===== config.mk =====
export PLATFORM = sky130hd
export DESIGN_NAME = aes_round_tf_p
export DESIGN_NICKNAME = d
export VERILOG_FILES = /design/src/rtl/aes_round_tf_p.sv
export SDC_FILE = /design/constraint.sdc
export NUM_CORES = 2
export LEC_CHECK = 0
export CAP_MARGIN = 10
export CORE_UTILIZATION = 30
export DETAILED_ROUTE_END_ITERATION = 7
export HOLD_SLACK_MARGIN = 0.1
export SYNTH_ARGS = -nofsm -noshare
export SYNTH_HDL_FRONTEND = slang
export SYNTH_SLANG_ARGS = --single-unit
export TNS_END_PERCENT = 20

===== constraint.sdc =====
create_clock -name clk -period 23.7 [get_ports clk]
set_input_delay 3.555 -clock clk [delete_from_list [all_inputs] [get_ports clk]]
set_output_delay 3.555 -clock clk [all_outputs]
set_load 0.03 [all_outputs]

===== src/rtl/aes_round_tf_p.sv =====
`default_nettype none
// ============================================================================
// aes_round_tf_p : one AES-128 encryption round, SubBytes over SBOX_LANES lanes
// Revision: 1.0
// ============================================================================
module aes_round_tf_p #(
  parameter int SBOX_LANES = 4,
  parameter int REG_OUT    = 1
) (
  input  logic         clk,
  input  logic         rst,
  input  logic         start_i,
  input  logic         final_i,
  input  logic [127:0] s_i,
  input  logic [127:0] rk_i,
  output logic         busy_o,
  output logic         done_o,
  output logic [127:0] s_sr_o,
  output logic [127:0] s_o
);

  localparam int         c_GROUPS = 16 / SBOX_LANES;
  localparam logic [3:0] c_LAST   = 4'(c_GROUPS - 1);

  // Forward S-box, entry 0 in the most significant byte.
  localparam logic [2047:0] c_SBOX = {
    128'h637c777bf26b6fc53001672bfed7ab76, 128'hca82c97dfa5947f0add4a2af9ca472c0,
    128'hb7fd9326363ff7cc34a5e5f171d83115, 128'h04c723c31896059a071280e2eb27b275,
    128'h09832c1a1b6e5aa0523bd6b329e32f84, 128'h53d100ed20fcb15b6acbbe394a4c58cf,
    128'hd0efaafb434d338545f9027f503c9fa8, 128'h51a3408f929d38f5bcb6da2110fff3d2,
    128'hcd0c13ec5f974417c4a77e3d645d1973, 128'h60814fdc222a908846eeb814de5e0bdb,
    128'he0323a0a4906245cc2d3ac629195e479, 128'he7c8376d8dd54ea96c56f4ea657aae08,
    128'hba78252e1ca6b4c6e8dd741f4bbd8b8a, 128'h703eb5664803f60e613557b986c11d9e,
    128'he1f8981169d98e949b1e87e9ce5528df, 128'h8ca1890dbfe6426841992d0fb054bb16
  };

  if (SBOX_LANES != 1 && SBOX_LANES != 2 && SBOX_LANES != 4 &&
      SBOX_LANES != 8 && SBOX_LANES != 16) begin : g_bad_lanes
    $error("aes_round_tf_p: SBOX_LANES must be 1, 2, 4, 8 or 16");
  end

  typedef enum logic [1:0] {
    ST_IDLE = 2'd0,
    ST_SUB  = 2'd1,
    ST_MIX  = 2'd2,
    ST_DONE = 2'd3
  } state_t;

  state_t       state_q;
  logic [3:0]   cnt_q;
  logic [127:0] st_q;
  logic [127:0] key_q;
  logic [127:0] so_q;
  logic [127:0] sr_q;
  logic         fin_q;
  logic         busy_q;
  logic         done_q;

  logic [7:0]   st_b  [16];
  logic [7:0]   sr_b  [16];
  logic [7:0]   mc_b  [16];
  logic [7:0]   sub_b [SBOX_LANES];
  logic [127:0] st_d;
  logic [127:0] sr_d;
  logic [127:0] res_d;

  function automatic logic [7:0] sbox(input logic [7:0] b);
    return c_SBOX[{~b, 3'b000} +: 8];
  endfunction

  function automatic logic [7:0] xtime(input logic [7:0] b);
    return {b[6:0], 1'b0} ^ (b[7] ? 8'h1b : 8'h00);
  endfunction

  for (genvar j = 0; j < SBOX_LANES; j++) begin : g_lane
    logic [3:0] idx;
    assign idx      = 4'(32'(cnt_q) * SBOX_LANES + j);
    assign sub_b[j] = sbox(st_b[idx]);
  end

  // Only the bytes of the current group take a lane result; the rest hold.
  for (genvar k = 0; k < 16; k++) begin : g_bytes
    assign st_b[k] = st_q[127-8*k -: 8];
    assign st_d[127-8*k -: 8] = (cnt_q == 4'(k / SBOX_LANES)) ? sub_b[k % SBOX_LANES]
                                                               : st_b[k];
  end

  // Byte 4c+r is column c, row r; row r rotates left by r columns.
  for (genvar c = 0; c < 4; c++) begin : g_col
    for (genvar r = 0; r < 4; r++) begin : g_row
      assign sr_b[4*c+r] = st_b[4*((c+r)%4)+r];
      assign mc_b[4*c+r] = xtime(sr_b[4*c+r]) ^ xtime(sr_b[4*c+(r+1)%4]) ^
                           sr_b[4*c+(r+1)%4] ^ sr_b[4*c+(r+2)%4] ^ sr_b[4*c+(r+3)%4];
      assign sr_d[127-8*(4*c+r) -: 8]  = sr_b[4*c+r];
      assign res_d[127-8*(4*c+r) -: 8] = (fin_q ? sr_b[4*c+r] : mc_b[4*c+r]) ^
                                         key_q[127-8*(4*c+r) -: 8];
    end
  end

  always_ff @(posedge clk or posedge rst) begin
    if (rst) begin
      state_q <= ST_IDLE;
      cnt_q   <= '0;
      st_q    <= '0;
      key_q   <= '0;
      so_q    <= '0;
      sr_q    <= '0;
      fin_q   <= 1'b0;
      busy_q  <= 1'b0;
      done_q  <= 1'b0;
    end else begin
      done_q <= 1'b0;
      case (state_q)
        ST_IDLE: begin
          if (start_i) begin
            st_q    <= s_i;
            key_q   <= rk_i;
            fin_q   <= final_i;
            cnt_q   <= '0;
            busy_q  <= 1'b1;
            state_q <= ST_SUB;
          end
        end
        ST_SUB: begin
          st_q <= st_d;
          if (cnt_q == c_LAST) begin
            cnt_q   <= '0;
            state_q <= ST_MIX;
          end else begin
            cnt_q <= cnt_q + 4'd1;
          end
        end
        ST_MIX: begin
          sr_q    <= sr_d;
          so_q    <= res_d;
          st_q    <= res_d;
          busy_q  <= 1'b0;
          done_q  <= 1'b1;
          state_q <= ST_DONE;
        end
        ST_DONE: state_q <= ST_IDLE;
        default: state_q <= ST_IDLE;
      endcase
    end
  end

  assign busy_o = busy_q;
  assign done_o = done_q;
  assign s_sr_o = sr_q;

  if (REG_OUT != 0) begin : g_reg_out
    assign s_o = so_q;
  end else begin : g_comb_out
    assign s_o = st_q;
  end

endmodule
`default_nettype wire

==> impl_results.html <==
<table>
<tr><th>Metric</th><th>Value</th></tr>
<tr><th colspan="2">Final layout</th></tr>
<tr><td>Multi-input gate area in the final layout</td><td>26820 um^2</td></tr>
<tr><td>Final std cell area, no fill</td><td>51220 um^2</td></tr>
<tr><td>Count of nets after finishing</td><td>5406</td></tr>
<tr><td>Syn-to-layout area delta</td><td>19.88%</td></tr>
<tr><td>Layout Cells excl Fill</td><td>7039</td></tr>
<tr><td>Layout cells sized above 1</td><td>0.1263</td></tr>
<tr><td>Filler Cell Count</td><td>14361</td></tr>
<tr><td>Reg area</td><td>13050 um^2</td></tr>
<tr><th colspan="2">Clock tree</th></tr>
<tr><td>TritonCTS buffer count</td><td>61</td></tr>
<tr><td>H-tree levels</td><td>2</td></tr>
<tr><td>Insertion delay of the later-clocked pin in the worst-skew pair</td><td>0.72 ns</td></tr>
<tr><td># Post-CTS Setup Buffers</td><td>0</td></tr>
<tr><td>Clock tree from TritonCTS</td><td>yes</td></tr>
<tr><td>Hold-fix buffers, CTS</td><td>0</td></tr>
<tr><td>Resize count post-CTS</td><td>0</td></tr>
<tr><td>Cell chosen for the clock root</td><td>sky130_fd_sc_hd__clkbuf_16</td></tr>
<tr><td>Sink count of the clock tree</td><td>521</td></tr>
<tr><td>Clock Pin Slew Worst Setup and Hold Paths</td><td>0.07 ns</td></tr>
<tr><td>Number of buffers between clock root and the deepest sink</td><td>3</td></tr>
<tr><th colspan="2">Worst setup path</th></tr>
<tr><td>Crit path required time</td><td>24.32 ns</td></tr>
<tr><td>Slowest Stage Delay on Critical Path</td><td>1.09 ns</td></tr>
<tr><td>Slowest-stage cell, CP</td><td>sky130_fd_sc_hd__a311oi_1</td></tr>
<tr><td>Kind of start point of the critical path</td><td>register</td></tr>
<tr><td>Register-to-register setup slack</td><td>17.00 ns</td></tr>
<tr><td>RR Endpoint</td><td>st_b[73]$_DFFE_PP0P_</td></tr>
<tr><td>Crit-path most repeated cell</td><td>sky130_fd_sc_hd__buf_4</td></tr>
<tr><td>CP Max Fanout</td><td>51</td></tr>
<tr><td>Worst endpoint data arrival time</td><td>7.32 ns</td></tr>
<tr><td>Critical setup path kind</td><td>register to register</td></tr>
<tr><td>Worst flop-to-flop path startpoint</td><td>cnt_q[1]$_DFFE_PP0P_</td></tr>
<tr><td>Setup crit end kind</td><td>register</td></tr>
<tr><td>R2R depth</td><td>13</td></tr>
<tr><td>Cell-by-cell listing of the critical path</td><td>buf_4 -&gt; mux2i_1 -&gt; mux2_2 -&gt; buf_4 -&gt; inv_2 -&gt; buf_4 -&gt; buf_4 -&gt; nand3_1 -&gt; a311oi_1 -&gt; a211oi_1 -&gt; a211oi_2 -&gt; o22ai_1 -&gt; o21ai_1</td></tr>
<tr><th colspan="2">Timing</th></tr>
<tr><td>Final Hold Viols</td><td>0</td></tr>
<tr><td>Number of endpoints failing setup at the final stage</td><td>0</td></tr>
<tr><td>Worst setup margin</td><td>17.00 ns</td></tr>
<tr><td>Min Clock Period, post-route</td><td>6.698 ns</td></tr>
<tr><td>Worst slew pin tran</td><td>1.485 ns</td></tr>
<tr><td>Fmax</td><td>149.3 MHz</td></tr>
<tr><td>Final-report max-slew violation count</td><td>1</td></tr>
<tr><td>RSZ-0062 raised after global routing</td><td>false</td></tr>
<tr><td>Setup tns final</td><td>0 ns</td></tr>
<tr><td>Portion of the clock cycle consumed by the worst path in the final layout</td><td>0.2826</td></tr>
<tr><td>Fin Clk Skew</td><td>0.03509 ns</td></tr>
<tr><td>Max-Slew Margin vs Limit</td><td>-0.003118</td></tr>
<tr><th colspan="2">Die</th></tr>
<tr><td>Number of I/O pins</td><td>518</td></tr>
<tr><td>Core Area</td><td>141400 um^2</td></tr>
<tr><td>Height of the die</td><td>379.4 um</td></tr>
<tr><td>Total die area</td><td>143900 um^2</td></tr>
<tr><td>Row Count</td><td>138</td></tr>
<tr><td>Die width</td><td>379.4 um</td></tr>
<tr><td>Effective utilization at floorplan</td><td>0.3021</td></tr>
<tr><th colspan="2">Outcome</th></tr>
<tr><td>Violations in the final reports</td><td>DRC, capacitance limit, slew limit</td></tr>
<tr><td>Outcome</td><td>finished with violations</td></tr>
<tr><th colspan="2">Logic synthesis</th></tr>
<tr><td>Proportion of register bits with asynchronous set or reset after synthesis</td><td>1.000</td></tr>
<tr><td>Post-synth top cells</td><td>521 x sky130_fd_sc_hd__dfrtp_1, 466 x sky130_fd_sc_hd__o21ai_0, 435 x sky130_fd_sc_hd__nand2_1</td></tr>
<tr><td>Post-synth EDFFs</td><td>0</td></tr>
<tr><td>Syn_nets</td><td>5252</td></tr>
<tr><td>Fraction of synthesized cell area taken by the top area cell type</td><td>0.3051</td></tr>
<tr><td>Biggest area consumer among synthesized cells</td><td>sky130_fd_sc_hd__dfrtp_1</td></tr>
<tr><td>Register area share after synthesis</td><td>0.3051</td></tr>
<tr><td>Post-synthesis instance total</td><td>4934</td></tr>
<tr><td>Leading cell types by total area after synthesis</td><td>sky130_fd_sc_hd__dfrtp_1 31%, sky130_fd_sc_hd__mux2_2 8.4%, sky130_fd_sc_hd__xnor2_1 7.1%</td></tr>
<tr><td>Netlist area before placement</td><td>42730 um^2</td></tr>
<tr><td>Main flop type after synthesis</td><td>sky130_fd_sc_hd__dfrtp_1</td></tr>
<tr><td>Most frequent cell after synthesis</td><td>sky130_fd_sc_hd__dfrtp_1</td></tr>
<tr><td>Unique cell type count in the Yosys netlist</td><td>99</td></tr>
<tr><td>Synthesis-stage register bit count</td><td>521</td></tr>
<tr><td>Synth Warn #</td><td>0</td></tr>
<tr><td>Mean Syn Cell Area</td><td>8.660 um^2</td></tr>
<tr><th colspan="2">Global route</th></tr>
<tr><td>Number of antenna violations at the first check in global routing</td><td>33</td></tr>
<tr><td>Global-route wire length before repair</td><td>334200 um</td></tr>
<tr><td>Gr ovfl total</td><td>0</td></tr>
<tr><td>Via count of the first global-routing pass</td><td>41135</td></tr>
<tr><td>Pin count of the biggest net entering global routing</td><td>166</td></tr>
<tr><td>Total routing resource utilization after global routing</td><td>0.3269</td></tr>
<tr><th colspan="2">Placement</th></tr>
<tr><td>Gp weighted congestion</td><td>1.102</td></tr>
<tr><td>Count of port buffers added during placement</td><td>517</td></tr>
<tr><td>Number of placed instances with taps included</td><td>6911</td></tr>
<tr><td>Setup Slack @ Placement</td><td>17.13 ns</td></tr>
<tr><td>Total cell area at the placement stage</td><td>48880 um^2</td></tr>
<tr><td>Post-detailed-placement half-perimeter wirelength</td><td>177400 um</td></tr>
<tr><th colspan="2">Detailed routing</th></tr>
<tr><td>Final routed DRC violation total</td><td>4</td></tr>
<tr><td>Residual antenna-violating net count after detailed routing</td><td>0</td></tr>
<tr><td>Avg Vias per Cell</td><td>6.270</td></tr>
<tr><td>Number of DRC markers in iteration 0</td><td>6812</td></tr>
<tr><td>Routed len/inst</td><td>34.47 um</td></tr>
<tr><td>Total via count in the routed design</td><td>44133</td></tr>
<tr><td>Final WL</td><td>242600 um</td></tr>
<tr><td>TritonRoute pass-1 iters</td><td>8</td></tr>
<tr><th colspan="2">Min path</th></tr>
<tr><td>Hold crit path type</td><td>register to register</td></tr>
<tr><td>Worst hold endpoint</td><td>s_o[83]$_DFFE_PP0P_</td></tr>
<tr><td>Hold Path Stages</td><td>1</td></tr>
<tr><td>Origin of the worst min-delay path</td><td>s_o[83]$_DFFE_PP0P_</td></tr>
<tr><th colspan="2">Job</th></tr>
<tr><td>Max-Cap Viols</td><td>1</td></tr>
</table>
-- logic make-up (layout without fill, tap and decap cells) --
logic type	Yosys count	after routing	synth area share
compound gates	1499	1499	0.2312
simple gates	1107	1107	0.1260
buf+inv	699	905	0.06972
xor+xnor	569	569	0.1193
flops	521	521	0.3051
mux	481	481	0.1316
fa+ha+maj	58	58	0.01698
other cells	0	9	0
-- placed cells by master (no fill, tap or decap), drive strengths merged, types with 41 or more instances in the layout --
master / instances
nor3: 59
dfrtp: 521
a31oi: 90
mux2: 320
buf: 118
o21ai: 496
clkdlybuf4s50: 517
nor2b: 51
xnor2: 350
or3: 51
mux2i: 129
nor2: 154
ha: 58
xor2: 212
nand2: 435
and2: 47
o221ai: 55
nand2b: 86
a21o: 77
inv: 155
o211ai: 75
a211oi: 41
clkbuf: 90
nand3: 88
o311ai: 48
a21oi: 241
-- layer usage --
| metal | wire length, um | track usage | up-vias |
|---|---|---|---|
| met5 | 382 | 0.006175 | - |
| met4 | 19860 | 0.2219 | 40 |
| met3 | 31160 | 0.1142 | 784 |
| met2 | 97990 | 0.4582 | 3362 |
| met1 | 93230 | 0.4177 | 21851 |
| li1 | - | - | 18096 |
-- area by class of cell --
cell class                 count  area share
antenna                        9   0.0004397
clock buffer                  90     0.03544
clock inverter                25    0.009063
inverter                     155     0.01153
multi-input combinational   3714      0.5237
sequential                   521      0.2547
tap                         1890     0.04617
timing repair buffer         635      0.1190
-- worst max path at each step --
| stage | to | slack (ns) | start |
|---|---|---|---|
| floorplan | busy_o$_DFFE_PP0P_ | 5.59 | rst |
| global placement | cnt_q[1]$_DFFE_PP0P_ | 17.16 | rst |
| detailed placement | cnt_q[1]$_DFFE_PP0P_ | 17.13 | rst |
| CTS | st_b[73]$_DFFE_PP0P_ | 17.77 | cnt_q[1]$_DFFE_PP0P_ |
| global route | st_b[73]$_DFFE_PP0P_ | 17.05 | cnt_q[1]$_DFFE_PP0P_ |
| finish | st_b[73]$_DFFE_PP0P_ | 17.00 | cnt_q[1]$_DFFE_PP0P_ |
-- state kept, by name (all words and copies together), names as in the netlist --
signal,count
s_o,128
busy_o,1
st_b,128
s_sr_o,128
cnt_q,4
key_q,128
done_o,1
fin_q,1
state_q,2
-- worst max-delay path: cells and delay by family (launching register included) --
family / cells / cell delay, ns
buffers and inverters: 5 / 2.61
multiplexers: 2 / 0.50
AND/OR/NAND/NOR: 1 / 0.17
AO/OA/AOI/OAI: 5 / 2.46
flip-flops: 1 / 0.74
-- metrics by stage --
| stage | hold slack [ns] | util |
|---|---|---|
| 6_report | 0.5103 | 0.3622 |
| 5_1_grt | 0.5224 | 0.3621 |
| 4_1_cts | 0.5114 | 0.3617 |
| 3_5_place_dp | 0.4954 | 0.3456 |
| 3_3_place_gp | 0.4859 | 0.3456 |
| 2_1_floorplan | 0.4996 | - |
Power is not shown: default switching activity piles up to over one toggle a cycle in this logic, so the estimate is an artifact.
